<file path="src/rtl/imem_loader.sv">
// imem_loader: fills instruction memory from a framed byte stream
// and holds the core until the image is loaded and its checksum verifies.
module imem_loader #(
  parameter int ADDR_W = 10
) (
  input  logic              clk,
  input  logic              rst_n,
  input  logic              start,
  input  logic              in_valid,
  input  logic [7:0]        in_data,
  output logic              in_ready,
  output logic              imem_we,
  output logic [ADDR_W-1:0] imem_waddr,
  output logic [31:0]       imem_wdata,
  output logic              core_hold,
  output logic              busy,
  output logic              done,
  output logic              error
);

  typedef enum logic [2:0] {
    IDLE, HDR, DATA, CSUM, DONE, ERR
  } state_t;

  localparam logic [31:0] CAP = 32'd1 << ADDR_W;

  state_t          state;
  state_t          nxt;
  logic [1:0]      bcnt;
  logic [ADDR_W:0] widx;
  logic [ADDR_W:0] widx_n;
  logic [31:0]     cnt;
  logic [31:0]     acc;
  logic [31:0]     shreg;
  logic [31:0]     word;
  logic            take;
  logic            last;
  logic            launch;
  logic            hdr_end;
  logic            dat_end;
  logic            sum_end;

  // byte 0 of each field ends up in bits 7:0
  assign word    = {in_data, shreg[31:8]};
  assign widx_n  = widx + 1'b1;
  assign take    = in_valid && in_ready;
  assign last    = take && (bcnt == 2'd3);
  assign launch  = start &&
                   (state == IDLE || state == DONE || state == ERR);
  assign hdr_end = last && (state == HDR);
  assign dat_end = last && (state == DATA);
  assign sum_end = last && (state == CSUM);

  // next-state decode; the flags above are mutually exclusive
  always_comb begin
    nxt = state;
    unique case (1'b1)
      launch:  nxt = HDR;
      hdr_end: nxt = (word > CAP)  ? ERR  :
                     (word == '0)  ? CSUM : DATA;
      dat_end: nxt = (32'(widx_n) == cnt) ? CSUM : DATA;
      sum_end: nxt = (word == acc) ? DONE : ERR;
      default: nxt = state;
    endcase
  end

  // state, datapath registers and registered status outputs
  always_ff @(posedge clk or negedge rst_n) begin
    if (!rst_n) begin
      state      <= IDLE;
      bcnt       <= '0;
      widx       <= '0;
      cnt        <= '0;
      acc        <= '0;
      shreg      <= '0;
      imem_we    <= 1'b0;
      imem_waddr <= '0;
      imem_wdata <= '0;
      in_ready   <= 1'b0;
      busy       <= 1'b0;
      done       <= 1'b0;
      error      <= 1'b0;
      core_hold  <= 1'b1;
    end else begin
      state     <= nxt;
      imem_we   <= 1'b0;
      in_ready  <= (nxt == HDR) || (nxt == DATA) || (nxt == CSUM);
      busy      <= (nxt == HDR) || (nxt == DATA) || (nxt == CSUM);
      done      <= (nxt == DONE);
      error     <= (nxt == ERR);
      core_hold <= (nxt != DONE);
      if (launch) begin
        bcnt <= '0;
        widx <= '0;
        acc  <= '0;
      end else if (take) begin
        shreg <= word;
        bcnt  <= bcnt + 2'd1;
        if (hdr_end) cnt <= word;
        if (dat_end) begin
          imem_we    <= 1'b1;
          imem_waddr <= widx[ADDR_W-1:0];
          imem_wdata <= word;
          acc        <= acc + word;
          widx       <= widx_n;
        end
      end
    end
  end

endmodule

</file>
<file path="config.mk">
export PLATFORM = sky130hd
export DESIGN_NAME = imem_loader
export DESIGN_NICKNAME = d
export VERILOG_FILES = /design/src/rtl/imem_loader.sv
export SDC_FILE = /design/constraint.sdc
export NUM_CORES = 1
export LEC_CHECK = 0
export ABC_AREA = 1
export CAP_MARGIN = 20
export CORE_MARGIN = 2
export CORE_UTILIZATION = 45
export DETAILED_ROUTE_END_ITERATION = 8
export PLACE_DENSITY = 0.74
export SLEW_MARGIN = 20
export SYNTH_ARGS = -nofsm -noshare
export SYNTH_HDL_FRONTEND = slang
export SYNTH_SLANG_ARGS = --single-unit
</file>
<file path="constraint.sdc">
create_clock -name clk -period 1.8 [get_ports clk]
set_input_delay 0.36 -clock clk [delete_from_list [all_inputs] [get_ports clk]]
set_output_delay 0.36 -clock clk [all_outputs]
set_load 0.03 [all_outputs]
</file>
==> flow_metrics.env, run 1 <==
export IMPL_run_status="complete, but fails checks"
export IMPL_violations="setup timing"
export IMPL_final_cell_mix="255 x nand2_1, 146 x buf_4, 143 x dfrtp_1"
export IMPL_die_y_um=138
export IMPL_first_pass_iters=5
export IMPL_yosys_area_top_type_share_pct=46.3
export IMPL_place_ws_ns=-0.660
export IMPL_cp_startpoint="shreg[8]"
export IMPL_fin_area_sq_um=12000
export IMPL_synth_warnings=0
export IMPL_antenna_found_initial=0
export IMPL_tns_ns=-3.64
export IMPL_syn_nets=1099
export IMPL_regToRegStartpoint="shreg[8]"
export IMPL_seqPwrFrac_pct=31.1
export IMPL_period_share_pct=113
export IMPL_gr_total_overflow=0
export IMPL_p_comb_share_pct=47.2
export IMPL_cts_sinks=151
export IMPL_synth_seq_cells=151
export IMPL_portBuffers=59
export IMPL_cts_buffer_depth=2
export IMPL_synth_area_sq_um=8110
export IMPL_cts_tree="yes"
export IMPL_placed_area_sq_um=10100
export IMPL_relSlewSlack_pct=68.4
export IMPL_drv_cap=0
export IMPL_area_growth_pct=47.7
export IMPL_wire_per_inst_um=17.1
export IMPL_diodes=0
export IMPL_synthCells=1053
export IMPL_fp_row_count=49
export IMPL_antenna_left=0
export IMPL_min_from="in_data[5]"
export IMPL_hold_path_class="in2reg"
export IMPL_wl_um=25800
export IMPL_synth_seq_area_share_pct=46.6
export IMPL_grt_pass1_vias=7785
export IMPL_cts_root_buffer="clkbuf_16"
export IMPL_drive_above_1_share_pct=32.6
export IMPL_crit_fanout=4
export IMPL_ios=60
export IMPL_required_ns=2.17
export IMPL_routed_via_density=5.41
export IMPL_fin_nets=1316
export IMPL_slowest_stage="dfrtp_1"
export IMPL_setup_viol=29
export IMPL_gp_congestion=0.936
export IMPL_ir_drop_uv=1000
export IMPL_holdPathStages=4
export IMPL_worstSetupEndpointType="flop"
export IMPL_intPower_mw=10.1
export IMPL_yosys_top_cells_area="dfrtp_1 46%, nand2_1 14%, o21ai_0 8.2%, ha_1 5.1%, inv_1 4.9%"
export IMPL_setup_slack_ns=-0.242
export IMPL_r2r_end="acc[24]"
export IMPL_fin_crit_ns=2.04
export IMPL_synth_top_cell_by_area="dfrtp_1"
export IMPL_start_util_pct=45.5
export IMPL_ff2ff_path_depth=11
export IMPL_finalHoldViolCount=0
export IMPL_drt_initial_drc_count=697
export IMPL_h_tree_depth=4
export IMPL_grt_first_pass_wirelength_um=39200
export IMPL_numPlacedInstances=1463
export IMPL_worstSetupPathType="reg2reg"
export IMPL_die_area_sq_um=19100
export IMPL_clk_pin_slew_ns=0.06
export IMPL_power_mw=17.1
export IMPL_final_max_slew_viol_count=0
export IMPL_core_sq_um=17800
export IMPL_fin_util_pct=67.1
export IMPL_finalNonFillerCells=1511
export IMPL_fmax_mhz=490
export IMPL_numCtsBuffers=17
export IMPL_dp_hpwl_um=17000
export IMPL_grtUsageTotal_pct=25.5
export IMPL_final_common_cell="nand2_1"
export IMPL_power_share_clock_pct=21.7
export IMPL_startpoint_type="flop"
export IMPL_p_per_area_nw_per_um2=1430
export IMPL_critPathMaxStageDelay_ns=0.42
export IMPL_grt_max_degree=56
export IMPL_drc=0
export IMPL_tightest_slew_ns=0.474
export IMPL_cellLeakagePower_nw=5.85
export IMPL_crit_arrival_ns=2.41
export IMPL_crit_chain="ha_4 > fa_2 > nand2_2 > a22oi_2 > nand2_1 > nand2_2 > nand3_2 > nand4_1 > a21oi_1 > o21ai_1 > nand2_1"
export IMPL_clk_latency_ns=0.44
export IMPL_dr_total_vias=8182
export IMPL_p_sw_share_pct=40.8
export IMPL_die_x_um=138
export IMPL_skew_ns=0.00834
export IMPL_synth_area_per_cell_sq_um=7.70
export IMPL_synth_cell_types=43
export IMPL_grt_setup_unrepaired="yes"
export IMPL_rrSetupSlack_ns=-0.24
export IMPL_whs_ns=0.377
export IMPL_p_switching_mw=6.97
export IMPL_hold_path_endpoint="shreg[29]"
==> cell usage after synthesis <==
cell        n
o22ai_1     9
nand2_1   293
buf_1       1
o21ai_0   133
a21o_1      8
nand2b_1    1
o41ai_1     1
nand3b_1    5
buf_4       2
nor4_1      1
o21a_1      3
nor2_4      2
nor3_1     12
or2_1       1
nand3_2     3
a31o_2      1
ha_1       33
nand3_1    38
buf_2       5
inv_2       5
inv_1     105
nor3_2      1
o21ai_2     1
a22o_1      1
nand4_1    17
nor2_2      2
a21boi_0    2
a21oi_2     1
dfstp_2     1
dfrtp_1   150
clkbuf_1   23
xnor2_1     2
a22oi_2     1
fa_1        1
o21bai_1    5
or2_2       1
xor3_1      1
o21ai_1    18
nor2_1     98
a21oi_1    55
nand2_2     6
o211ai_1    1
xor2_1      3
==> flip-flops by register name, indices dropped and copies added (netlist names) <==
| signal | count |
|---|---|
| state | 3 |
| cnt | 32 |
| busy | 1 |
| imem_waddr | 10 |
| error | 1 |
| bcnt | 2 |
| acc | 32 |
| core_hold | 1 |
| imem_wdata | 32 |
| done | 1 |
| widx | 11 |
| imem_we | 1 |
| shreg | 24 |
==> critical path, delay by kind of cell, from the launching register on <==
| kind | cells | cell delay [ns] |
|---|---|---|
| compound gates | 3 | 0.36 |
| fa+ha+maj | 2 | 0.54 |
| flops | 1 | 0.42 |
| simple gates | 6 | 0.66 |
==> how the worst max path moves through the flow <==
stage / endpoint / depth (start not counted)
floorplan: acc[20] / 12
global placement: done / 13
detailed placement: done / 13
CTS: acc[24] / 11
global route: acc[22] / 11
finish: acc[24] / 11
==> cells by family after synthesis <==
kind of cell    after synthesis  synth area share, %
buf+inv                     141                 6.70
flops                       151                 46.6
simple gates                481                 24.7
xor+xnor                      6                0.833
fa+ha+maj                    34                 5.34
compound gates              240                 15.9
==> what timing repair did <==
item | 4_1_cts | 5_1_grt
resized for setup | 170 | 175
setup buffers | 6 | 11
pin swaps | 26 | 75
hold endpoints to repair | 38 | 0
hold buffers | 1 | 0
endpoints found under the setup margin | 74 | 60
cloned | 0 | 0
==> per-layer routing <==
layer | GRT usage [%] | vias to the layer above | routed length [um]
met5 | 0 | - | 0
met4 | 10.8 | 0 | 1280
met3 | 5.06 | 86 | 1280
met2 | 42.4 | 291 | 12400
met1 | 32.7 | 3901 | 10800
li1 | - | 3904 | -
==> power groups by stage <==
stage	combinational (mW)	clock, mW	sequential, mW
CTS	7.13	3.71	5.24
global route	8.74	3.88	5.41
finish	8.07	3.71	5.32
floorplan	3.03	0	5.60
global placement	6.51	0	5.14
detailed placement	6.65	0	5.17
==> cell type report <==
| cell class | count | area, sq um |
|---|---|---|
| Multi-Input combinational cell | 761 | 4890 |
| Fill cell | 1301 | 5870 |
| Clock inverter | 12 | 151 |
| Tap cell | 229 | 287 |
| Clock buffer | 19 | 453 |
| Timing Repair Buffer | 229 | 1980 |
| Inverter | 110 | 420 |
| Sequential cell | 151 | 3790 |
Power figures use the tool's default switching activity.
==> run 2, diff against run 1 <==
--- a/config.mk
+++ b/config.mk
@@ -7,10 +7,12 @@
 export LEC_CHECK = 0
 export ABC_AREA = 1
 export CAP_MARGIN = 20
+export CELL_PAD_IN_SITES_DETAIL_PLACEMENT = 0
+export CELL_PAD_IN_SITES_GLOBAL_PLACEMENT = 2
 export CORE_MARGIN = 2
-export CORE_UTILIZATION = 45
+export CORE_UTILIZATION = 31
 export DETAILED_ROUTE_END_ITERATION = 8
-export PLACE_DENSITY = 0.74
+export PLACE_DENSITY = 0.83
 export SLEW_MARGIN = 20
 export SYNTH_ARGS = -nofsm -noshare
 export SYNTH_HDL_FRONTEND = slang
==> run 2 against run 1 <==
The flow still finishes with violations (setup timing). Routed wire length grew 1.0%. Non-clock buffer count grew 20. Die area grew 44%. Setup slack gained 0.011 ns. Total power shrank 4.2%. Via count shrank 5.3%. Flip-flop and latch count is the same. Register-to-register slack is essentially flat. Highest routed layer unchanged.
==> flow_metrics.env, run 2 (synthesis results as in run 1) <==
export IMPL_numPlacedInstances=1578
export IMPL_period_share_pct=113
export IMPL_ir_drop_uv=716
export IMPL_cts_sinks=151
export IMPL_diodes=0
export IMPL_wire_per_inst_um=15.9
export IMPL_final_cell_mix="267 x nand2_1, 167 x buf_4, 140 x dfrtp_1"
export IMPL_drt_initial_drc_count=559
export IMPL_grt_setup_unrepaired="yes"
export IMPL_finalHoldViolCount=0
export IMPL_finalNonFillerCells=1638
export IMPL_tightest_slew_ns=0.547
export IMPL_antenna_found_initial=0
export IMPL_skew_ns=0.0143
export IMPL_hold_path_class="in2reg"
export IMPL_fp_row_count=59
export IMPL_gp_congestion=0.858
export IMPL_numCtsBuffers=17
export IMPL_final_common_cell="nand2_1"
export IMPL_h_tree_depth=4
export IMPL_dr_total_vias=7752
export IMPL_grt_pass1_vias=7877
export IMPL_startpoint_type="flop"
export IMPL_run_status="complete, but fails checks"
export IMPL_cellLeakagePower_nw=5.83
export IMPL_grtUsageTotal_pct=19.0
export IMPL_ios=60
export IMPL_core_sq_um=25800
export IMPL_cts_buffer_depth=2
export IMPL_required_ns=2.11
export IMPL_worstSetupEndpointType="flop"
export IMPL_final_max_slew_viol_count=0
export IMPL_die_x_um=166
export IMPL_grt_max_degree=61
export IMPL_setup_slack_ns=-0.231
export IMPL_die_area_sq_um=27500
export IMPL_wl_um=26100
export IMPL_setup_viol=27
export IMPL_cts_tree="yes"
export IMPL_crit_fanout=5
export IMPL_first_pass_iters=5
export IMPL_reg_top3="acc (32), cnt (32), imem_wdata (32)"
export IMPL_rrSetupSlack_ns=-0.23
export IMPL_crit_arrival_ns=2.34
export IMPL_relSlewSlack_pct=63.5
export IMPL_gr_total_overflow=0
export IMPL_p_per_area_nw_per_um2=1360
export IMPL_drv_cap=0
export IMPL_routed_via_density=4.73
export IMPL_fmax_mhz=492
export IMPL_whs_ns=0.320
export IMPL_antenna_left=0
export IMPL_fin_nets=1336
export IMPL_dp_hpwl_um=19200
export IMPL_start_util_pct=31.4
export IMPL_grt_first_pass_wirelength_um=41400
export IMPL_portBuffers=59
export IMPL_area_growth_pct=48.2
export IMPL_drc=0
export IMPL_clk_latency_ns=0.43
export IMPL_drive_above_1_share_pct=30.7
export IMPL_clk_pin_slew_ns=0.07
export IMPL_cts_root_buffer="clkbuf_16"
export IMPL_worstSetupPathType="reg2reg"
export IMPL_die_y_um=166
export IMPL_fin_crit_ns=2.03
export IMPL_violations="setup timing"
-- run 2: changes by cell type in the layout (fill, tap and decap cells not counted), moves of 6 or more --
cell	delta
inv_1	+10
o21ai_1	-6
nand2_4	-6
inv_2	-8
nand2_1	+12
nor2_1	+8
buf_4	+21
-- run 2: through the flow --
stage / setup TNS [ns] / power, mW / cell area (sq um) / setup WS, ns / util (%)
final: -3.39 / 16.4 / 12000 / -0.231 / 46.5
after global routing: -6.93 / 17.5 / 12000 / -0.342 / 46.5
after CTS: -3.25 / 15.9 / 11500 / -0.224 / 44.4
after detailed placement: -27.38 / 11.9 / 10300 / -0.829 / 40.0
after global placement: -25.90 / 11.9 / 10300 / -0.785 / 40.0
after floorplan: 0 / 8.62 / 8120 / 0.0194 / -
-- run 2: cell type report --
type | count | area, sq um
inverters | 110 | 417
repair buffers | 249 | 2150
flip-flops and latches | 151 | 3790
multi-input cells | 761 | 4680
clock buffers | 18 | 429
well taps | 335 | 419
fillers | 2533 | 13800
clock inverters | 14 | 128
-- run 2: report_power, final --
group / internal [mW] / switching, mW / total, mW
logic: 3.35 / 4.24 / 7.58
registers: 4.44 / 0.892 / 5.33
clock network: 1.83 / 1.63 / 3.46
total: 9.61 / 6.76 / 16.4
-- run 2: worst paths after layout --
check	startpoint	to	cells past startpoint
hold / removal	in_data[3]	shreg[27]	3
max in group asynchronous	rst_n	state[2]	3
min in group asynchronous	rst_n	imem_waddr[8]	2
setup / recovery	acc[2]	acc[27]	13
setup reg to reg	acc[2]	acc[27]	13
hold reg to reg	imem_waddr[6]	imem_waddr[6]	2
-- run 2: critical path, cell delays in order (launching register included) --
cell,delay [ns]
dfrtp_1,0.41
ha_4,0.27
buf_4,0.14
a21oi_4,0.13
nand2_4,0.08
buf_6,0.12
nand3_2,0.07
nand2_4,0.08
a21o_4,0.25
buf_4,0.14
nand3_4,0.06
nand3_2,0.06
nand2_1,0.06
o21ai_1,0.05
-- run 2: routing by layer --
layer | GRT usage, % | up-vias | wire length, um
li1 | - | 3944 | -
met1 | 25.9 | 3686 | 12600
met2 | 31.9 | 98 | 12600
met3 | 2.79 | 24 | 608
met4 | 4.61 | 0 | 307
met5 | 0 | - | 0
-- run 2: timing repair --
action	CTS	global route
hold buffers	1	0
gates resized for setup	180	98
pin swaps	27	41
endpoints found under the hold margin	30	0
setup endpoints to repair	76	61
gates cloned	0	2
buffers inserted	11	16
==> run 3, diff against run 2 <==
--- a/config.mk
+++ b/config.mk
@@ -12,8 +12,8 @@
 export CORE_MARGIN = 2
 export CORE_UTILIZATION = 31
 export DETAILED_ROUTE_END_ITERATION = 8
+export HOLD_SLACK_MARGIN = 0.06
 export PLACE_DENSITY = 0.83
-export SLEW_MARGIN = 20
 export SYNTH_ARGS = -nofsm -noshare
 export SYNTH_HDL_FRONTEND = slang
 export SYNTH_SLANG_ARGS = --single-unit
==> results of run 3 <==
Final layout, timing and power as in run 2 (identical DEF).
